### src/rtl/vga_timing_gen_if.sv
// Pixel descriptor stream (coordinates, syncs, data-enable) from the timing generator to the drawers.
interface pixels_if #(
   parameter int PIX_X_W = 12,
   parameter int PIX_Y_W = 12
);
   logic [PIX_X_W-1:0] x;
   logic [PIX_Y_W-1:0] y;
   logic               hs;
   logic               vs;
   logic               de;

   modport out (output x, y, hs, vs, de);
   modport in  (input  x, y, hs, vs, de);
endinterface

### src/rtl/vga_timing_gen.sv
// Raster timing generator: walks h/v counters over the frame and registers the pixel descriptor.
// One cycle from counter state to outputs; pix_en_i low freezes counters and every output.
module vga_timing_gen #(
   parameter int   H_ACTIVE    = 640,
   parameter int   H_FP        = 16,
   parameter int   H_SYNC      = 96,
   parameter int   H_BP        = 48,
   parameter int   V_ACTIVE    = 480,
   parameter int   V_FP        = 10,
   parameter int   V_SYNC      = 2,
   parameter int   V_BP        = 33,
   parameter logic HS_POL      = 1'b0,
   parameter logic VS_POL      = 1'b0,
   parameter int   PIX_X_W     = 12,
   parameter int   PIX_Y_W     = 12,
   parameter int   FRAME_CNT_W = 8
) (
   input  logic                   clk_25_i,
   input  logic                   rst_i,
   input  logic                   pix_en_i,
   pixels_if.out                  pix_if,
   output logic                   sof_o,
   output logic [FRAME_CNT_W-1:0] frame_cnt_o
);
   localparam int H_TOTAL = H_ACTIVE + H_FP + H_SYNC + H_BP;
   localparam int V_TOTAL = V_ACTIVE + V_FP + V_SYNC + V_BP;

   if (H_TOTAL > (2 ** PIX_X_W)) begin : g_h_too_wide
      $error("vga_timing_gen: H_TOTAL-1 does not fit in PIX_X_W bits");
   end
   if (V_TOTAL > (2 ** PIX_Y_W)) begin : g_v_too_wide
      $error("vga_timing_gen: V_TOTAL-1 does not fit in PIX_Y_W bits");
   end

   // Inclusive bounds so that no constant ever needs the full 2^W value.
   localparam logic [PIX_X_W-1:0] H_LAST     = PIX_X_W'(H_TOTAL - 1);
   localparam logic [PIX_X_W-1:0] H_ACT_LAST = PIX_X_W'(H_ACTIVE - 1);
   localparam logic [PIX_X_W-1:0] HS_FIRST   = PIX_X_W'(H_ACTIVE + H_FP);
   localparam logic [PIX_X_W-1:0] HS_LAST    = PIX_X_W'(H_ACTIVE + H_FP + H_SYNC - 1);
   localparam logic [PIX_Y_W-1:0] V_LAST     = PIX_Y_W'(V_TOTAL - 1);
   localparam logic [PIX_Y_W-1:0] V_ACT_LAST = PIX_Y_W'(V_ACTIVE - 1);
   localparam logic [PIX_Y_W-1:0] VS_FIRST   = PIX_Y_W'(V_ACTIVE + V_FP);
   localparam logic [PIX_Y_W-1:0] VS_LAST    = PIX_Y_W'(V_ACTIVE + V_FP + V_SYNC - 1);

   logic [PIX_X_W-1:0]     h_cnt_q, h_cnt_d;
   logic [PIX_Y_W-1:0]     v_cnt_q, v_cnt_d;
   logic [PIX_X_W-1:0]     x_q, x_d;
   logic [PIX_Y_W-1:0]     y_q, y_d;
   logic                   hs_q, hs_d;
   logic                   vs_q, vs_d;
   logic                   de_q, de_d;
   logic                   sof_q, sof_d;
   logic [FRAME_CNT_W-1:0] frame_cnt_q, frame_cnt_d;
   logic                   h_wrap, v_wrap;

   always_comb begin
      h_wrap  = (h_cnt_q == H_LAST);
      v_wrap  = (v_cnt_q == V_LAST);
      h_cnt_d = h_wrap ? '0 : h_cnt_q + PIX_X_W'(1);
      v_cnt_d = v_cnt_q;
      if (h_wrap) begin
         v_cnt_d = v_wrap ? '0 : v_cnt_q + PIX_Y_W'(1);
      end

      x_d   = h_cnt_q;
      y_d   = v_cnt_q;
      de_d  = (h_cnt_q <= H_ACT_LAST) && (v_cnt_q <= V_ACT_LAST);
      hs_d  = ((h_cnt_q >= HS_FIRST) && (h_cnt_q <= HS_LAST)) ? HS_POL : ~HS_POL;
      vs_d  = ((v_cnt_q >= VS_FIRST) && (v_cnt_q <= VS_LAST)) ? VS_POL : ~VS_POL;
      sof_d = (h_cnt_q == '0) && (v_cnt_q == '0);
      // The frame counts as complete on the edge that presents its last pixel.
      frame_cnt_d = frame_cnt_q + FRAME_CNT_W'(h_wrap && v_wrap);
   end

   always_ff @(posedge clk_25_i) begin
      if (rst_i) begin
         h_cnt_q     <= '0;
         v_cnt_q     <= '0;
         x_q         <= '0;
         y_q         <= '0;
         hs_q        <= ~HS_POL;
         vs_q        <= ~VS_POL;
         de_q        <= 1'b0;
         sof_q       <= 1'b0;
         frame_cnt_q <= '0;
      end else if (pix_en_i) begin
         h_cnt_q     <= h_cnt_d;
         v_cnt_q     <= v_cnt_d;
         x_q         <= x_d;
         y_q         <= y_d;
         hs_q        <= hs_d;
         vs_q        <= vs_d;
         de_q        <= de_d;
         sof_q       <= sof_d;
         frame_cnt_q <= frame_cnt_d;
      end
   end

   assign pix_if.x    = x_q;
   assign pix_if.y    = y_q;
   assign pix_if.hs   = hs_q;
   assign pix_if.vs   = vs_q;
   assign pix_if.de   = de_q;
   assign sof_o       = sof_q;
   assign frame_cnt_o = frame_cnt_q;
endmodule

### src/flat_wrapper.sv
// flat-port wrapper written by rule: the top's interface ports become plain ports
module vga_timing_gen_flat 
#(
   parameter int   H_ACTIVE    = 640,
   parameter int   H_FP        = 16,
   parameter int   H_SYNC      = 96,
   parameter int   H_BP        = 48,
   parameter int   V_ACTIVE    = 480,
   parameter int   V_FP        = 10,
   parameter int   V_SYNC      = 2,
   parameter int   V_BP        = 33,
   parameter logic HS_POL      = 1'b0,
   parameter logic VS_POL      = 1'b0,
   parameter int   PIX_X_W     = 12,
   parameter int   PIX_Y_W     = 12,
   parameter int   FRAME_CNT_W = 8
)
  (clk_25_i, rst_i, pix_en_i, sof_o, frame_cnt_o, pix_if_x, pix_if_y, pix_if_hs, pix_if_vs, pix_if_de);
  pixels_if #(.PIX_X_W(PIX_X_W), .PIX_Y_W(PIX_Y_W)) pix_if_i ();
  input  logic clk_25_i;
  input  logic rst_i;
  input  logic pix_en_i;
  output logic sof_o;
  output logic [FRAME_CNT_W-1:0] frame_cnt_o;
  output wire logic [$bits(pix_if_i.x)-1:0] pix_if_x;
  output wire logic [$bits(pix_if_i.y)-1:0] pix_if_y;
  output wire logic [$bits(pix_if_i.hs)-1:0] pix_if_hs;
  output wire logic [$bits(pix_if_i.vs)-1:0] pix_if_vs;
  output wire logic [$bits(pix_if_i.de)-1:0] pix_if_de;
  assign pix_if_x = pix_if_i.x;
  assign pix_if_y = pix_if_i.y;
  assign pix_if_hs = pix_if_i.hs;
  assign pix_if_vs = pix_if_i.vs;
  assign pix_if_de = pix_if_i.de;
  vga_timing_gen #(.H_ACTIVE(H_ACTIVE), .H_FP(H_FP), .H_SYNC(H_SYNC), .H_BP(H_BP), .V_ACTIVE(V_ACTIVE), .V_FP(V_FP), .V_SYNC(V_SYNC), .V_BP(V_BP), .HS_POL(HS_POL), .VS_POL(VS_POL), .PIX_X_W(PIX_X_W), .PIX_Y_W(PIX_Y_W), .FRAME_CNT_W(FRAME_CNT_W)) u_core (.clk_25_i(clk_25_i), .rst_i(rst_i), .pix_en_i(pix_en_i), .pix_if(pix_if_i), .sof_o(sof_o), .frame_cnt_o(frame_cnt_o));
endmodule
### config.mk
export PLATFORM = sky130hd
export DESIGN_NAME = vga_timing_gen_flat
export DESIGN_NICKNAME = d
export VERILOG_FILES = /design/src/rtl/vga_timing_gen_if.sv /design/src/rtl/vga_timing_gen.sv /design/src/flat_wrapper.sv
export SDC_FILE = /design/constraint.sdc
export NUM_CORES = 1
export LEC_CHECK = 0
export ABC_AREA = 1
export BUFFER_PORTS_ARGS = -buffer_cell sky130_fd_sc_hd__buf_2
export CAP_MARGIN = 20
export CORE_MARGIN = 2
export CORE_UTILIZATION = 40
export DETAILED_ROUTE_END_ITERATION = 6
export SLEW_MARGIN = 20
export SYNTH_ARGS = -nofsm -noshare
export SYNTH_HDL_FRONTEND = slang
export SYNTH_SLANG_ARGS = --single-unit
### constraint.sdc
create_clock -name clk_25_i -period 2.96 [get_ports clk_25_i]
set_input_delay 0.592 -clock clk_25_i [delete_from_list [all_inputs] [get_ports clk_25_i]]
set_output_delay 0.592 -clock clk_25_i [all_outputs]
set_load 0.05 [all_outputs]
After elaboration in Yosys (flattened, before gate mapping)
Index checks and enable logic that the tools add are counted.
Widths: inputs -> output; s select.

word-level totals
  flip-flop bits (word level) = 60
  bits of input ports = 3
  output and inout bits = 36

operators by class
  add/subtract/negate cells = 3
  order comparisons = 6
  equality and inequality tests = 2
  mux-type cells = 4
  reduce and logical (&&, ||, !) cells = 8

operators by type and width
  kind                   count
  $add 12x1->12 const B  2
  $eq 12x10->1 const B   2
  $le 12x10->1 const B   2
  $le 12x9->1 const B    2
  $logic_not 12->1       2
  $mux 12                2
  $ge 12x10->1 const B   1
  $ge 12x9->1 const B    1
  $add 8x1->8            1
  $logic_and 1x1->1      5
  $mux 1                 2
  $reduce_and 2->1       1

Depth between registers and ports, before layout
  word-level depth = 3
  mapped depth = 14
  gate-level depth less buffers = 14

Worst setup path before layout
OpenSTA, ideal clock, no wires.

  path kind = reg-to-reg
  start = reg u_core.v_cnt_q[0]
  end = reg u_core.frame_cnt_q[6], in the netlist u_core.frame_cnt_o[6]
  library setup time = 0.132 ns
  arrival = 1.799 ns
  required time = 2.828 ns
  slack = 1.029 ns
  cell stages (with the launch flop) = 14
  clock period less this slack = 1.931 ns
  path through = dfxtp_1 inv_1 ha_1 nand2_1 nor2_1 nand4_1 nor2_1 ha_1 ha_1 nand3_1 nor2_1 nand2_1 nor3_1 nor3_1

on the way
  word-level cells in the longest chain between the ends = 3

RTL lines
  what                    RTL line              RTL
  from (decl)             vga_timing_gen.sv:46  logic [PIX_Y_W-1:0] v_cnt_q, v_cnt_d;
  from (signal assigned)  vga_timing_gen.sv:88  v_cnt_q <= v_cnt_d;
  $eq 12x10->1            vga_timing_gen.sv:58  v_wrap = (v_cnt_q == V_LAST);
  $logic_and 1x1->1       vga_timing_gen.sv:72  frame_cnt_d = frame_cnt_q + FRAME_CNT_W'(h_wrap && v_wrap);
  $add 8x1->8             vga_timing_gen.sv:72
  to (signal assigned)    vga_timing_gen.sv:95  frame_cnt_q <= frame_cnt_d;
  to (decl)               vga_timing_gen.sv:53  logic [FRAME_CNT_W-1:0] frame_cnt_q, frame_cnt_d;

No other way between the ends.
A chain may end at the register's enable or synchronous reset.

Worst setup path after layout
Same ends and word-level chain as after synthesis.

==> metrics.csv <==
stage;metric;value;unit
final_layout;num_antenna_cells;0;
route;wl_per_cell;12.7;um
die;fp.dieW;88.1;um
worst_setup_path;worst_ep_required_time;3180;ps
final_layout;multi_input_area;1410;um2
worst_setup_path;critPathLaunchType;flop;
cts;clk_pin_slew_worst_paths;70;ps
place;port_buffers;38;
worst_setup_path;r2r_slack;760;ps
sta;slew_violations;0;
die;initial_core_util;41.4;%
cts;clkLatencyLatePin;340;ps
synthesis;avgSynthCellArea;7.28;um2
worst_setup_path;arrival;2420;ps
sta;setup_ws;756;ps
sta;tns;0;ps
grt;grt_overflow_total;0;
hold_path;hold_depth;2;
final_layout;area_growth;15.1;%
route;routed_wl;6.69;mm
sta;period_share;74.5;%
pwr;pwr-share-seq;51.4;%
cts;cts-resized-gates;0;
sta;rsz0062_at_grt;no;
place;placed_cell_area;3090;um2
die;core_area;6830;um2
route;viasPerCell;4.88;
sta;worstMarginPinSlew;487;ps
cts;postCtsHoldBufs;0;
grt;grt_pass1_vias;2309;
pwr;p_switching;452;uW
pwr;combPwrFrac;10.0;%
sta;timing.slew.headroom;67.5;%
pwr;max-vdd-ir-drop;0.000229;V
cts;cts_tree;yes;
grt;grt_usage;18.4;%
route;first_iter_violations;104;
synthesis;yosysSeqAreaShare;42.4;%
place;place.gp.congestion;0.887;
worst_setup_path;critPathKind;reg2reg;
synthesis;synth_cell_types;32;
cts;clock_path_buffers;2;
worst_setup_path;worstReg2RegStart;u_core.v_cnt_q[0];
route;vias;2573;
hold_path;hold_path.class;reg2reg;
cts;htree_levels;3;
cts;cts_num_sinks;60;
status;status;completed;
die;io_pins;39;
synthesis;syn_area;2830;um2
pwr;switching_share;27.6;%
synthesis;syn_inst;389;
grt;grt_max_degree;31;
grt;grt_pass1_wl;11.0;mm
cts;postCtsSetupBuffers;0;
sta;setup_viol;0;
place;place_hpwl;4.81;mm
final_layout;postLayoutCellArea;3260;um2
worst_setup_path;timing.rr.end;u_core.frame_cnt_o[6];
synthesis;ys_warn_count;0;
sta;fin_crit;2200;ps
cts;clockRootBuffer;clkbuf_8;
final_layout;nets;436;
synthesis;syn_nets;399;
place;dp_slack;770;ps
worst_setup_path;reg2regPathDepth;13;
worst_setup_path;crit_fanout;5;
pwr;p_int;1.19;mW
route;post-route-drc-count;0;
synthesis;ys_ff_latch;60;
cts;cts_buffers;9;
die;fp-row-count;30;
hold_path;hp-start;u_core.pix_if.hs;
pwr;p_per_area;503;nW/um2
pwr;power_frac_clock;38.6;%
final_layout;fillerInstances;722;
die;die-height;88.1;um
pwr;p_leak;1.36;nW
route;firstDrtPassIters;4;
final_layout;regArea;1200;um2
worst_setup_path;end_kind;flop;
final_layout;drive_gt1_share;20.0;%
route;ant_nets;0;
sta;skew;7.27;ps
die;die_area;7770;um2
flow_run;drv_cap;0;
grt;antenna_found_initial;0;
sta;hold_viol;0;
sta;max_freq;454;MHz
hold_path;whs_endpoint;u_core.pix_if.hs;
pwr;power;1.64;mW
-- power by group through the flow --
stage	clock [mW]	combinational, mW	sequential, mW
5_1_grt	0.700	0.178	0.844
4_1_cts	0.656	0.165	0.843
3_3_place_gp	0	0.165	0.860
2_1_floorplan	0	0.0591	0.929
6_report	0.632	0.164	0.842
3_5_place_dp	0	0.165	0.861
-- cells by family (layout without fill, tap and decap cells) --
logic type	count (synthesis)	in the layout	synth area share, %
XOR/XNOR	10	10	3.09
AND/OR/NAND/NOR	190	190	31.0
adder cells (fa/ha/maj)	7	7	3.09
buffers and inverters	52	94	7.69
AO/OA/AOI/OAI	70	70	12.7
flip-flops	60	60	42.4
-- worst max-delay path by stage --
stage	endpoint	slack [ps]	start	cells past startpoint
2_1_floorplan	u_core.frame_cnt_o[6]	1030	u_core.v_cnt_q[0]	13
3_3_place_gp	u_core.frame_cnt_o[6]	860	u_core.v_cnt_q[0]	13
3_5_place_dp	u_core.frame_cnt_o[6]	770	u_core.v_cnt_q[0]	13
4_1_cts	u_core.frame_cnt_o[6]	760	u_core.v_cnt_q[0]	13
5_1_grt	u_core.frame_cnt_o[6]	520	u_core.v_cnt_q[0]	13
6_report	u_core.frame_cnt_o[6]	760	u_core.v_cnt_q[0]	13
-- cells in the mapped netlist, drive strengths merged --
library cell / n / area (um2)
buf: 10 / 55.1
o21ai: 27 / 135
a31oi: 1 / 6.26
ha: 7 / 87.6
o2111ai: 1 / 8.76
a211oi: 2 / 15.0
nor2: 67 / 284
nand3: 22 / 115
nand4: 11 / 83.8
a21oi: 39 / 195
nor3b: 2 / 20.0
nor3: 10 / 50.1
xor2: 9 / 78.8
xnor2: 1 / 8.76
nand2: 76 / 310
dfxtp: 60 / 1200
clkbuf: 5 / 18.8
nand3b: 1 / 7.51
inv: 34 / 128
nor4: 1 / 6.26
clkinv: 3 / 16.3
-- per-stage QoR --
stage | instances | util (%) | hold slack [ps]
2_1_floorplan | 389 | - | 462
3_3_place_gp | 511 | 45.2 | 451
3_5_place_dp | 511 | 45.2 | 455
4_1_cts | 527 | 47.7 | 473
5_1_grt | 527 | 47.7 | 501
6_report | 527 | 47.7 | 469
-- placed cells by master, fill, tap and decap left out, types with 2 or more instances in the layout --
cell      count
buf_2        38
buf_4         3
nand2_1      68
nand3_1      21
inv_2         9
clkinv_2      4
o21ai_1       5
nor2_4        2
a21oi_1      39
nor2_2        7
ha_1          7
clkinv_1      2
nand2_2       7
nor2_1       58
inv_1        25
o21ai_0      22
nand4_1      10
clkbuf_8     10
xor2_1        9
nor3_1       10
dfxtp_1      60
a211oi_1      2
-- critical path, stage by stage, from the launching register on --
cell and delay, ps:
dfxtp_1 330, inv_1 150, ha_1 210, nand2_1 60
nor2_1 100, nand4_1 170, nor2_1 140, ha_1 180
ha_1 170, nand3_1 90, nor2_1 140, nand2_1 90
nor3_1 160, nor3_1 70
-- registers in the layout, indices dropped and copies added, names as in the netlist --
| name | flops |
|---|---|
| u_core.pix_if.x | 12 |
| u_core.frame_cnt_o | 8 |
| u_core.h_cnt_q | 12 |
| u_core.pix_if.y | 12 |
| u_core.pix_if.hs | 1 |
| u_core.pix_if.vs | 1 |
| u_core.v_cnt_q | 12 |
| u_core.pix_if.de | 1 |
| u_core.sof_o | 1 |
-- per-layer routing --
layer,GRT usage (%),up-vias,part of all wire [%]
met5,0,-,0
met4,6.75,0,0.43
met3,5.75,2,3.8
met2,28.2,40,47
met1,24.5,1185,49
li1,-,1346,-
-- layout make-up --
type	instances	area share [%]
flip-flops and latches	60	36.9
inverters	37	4.41
clock inverters	5	0.845
clock buffers	11	4.34
multi-input cells	277	43.3
repair buffers	41	6.53
well taps	96	3.69
Power figures use the tool's default switching activity.
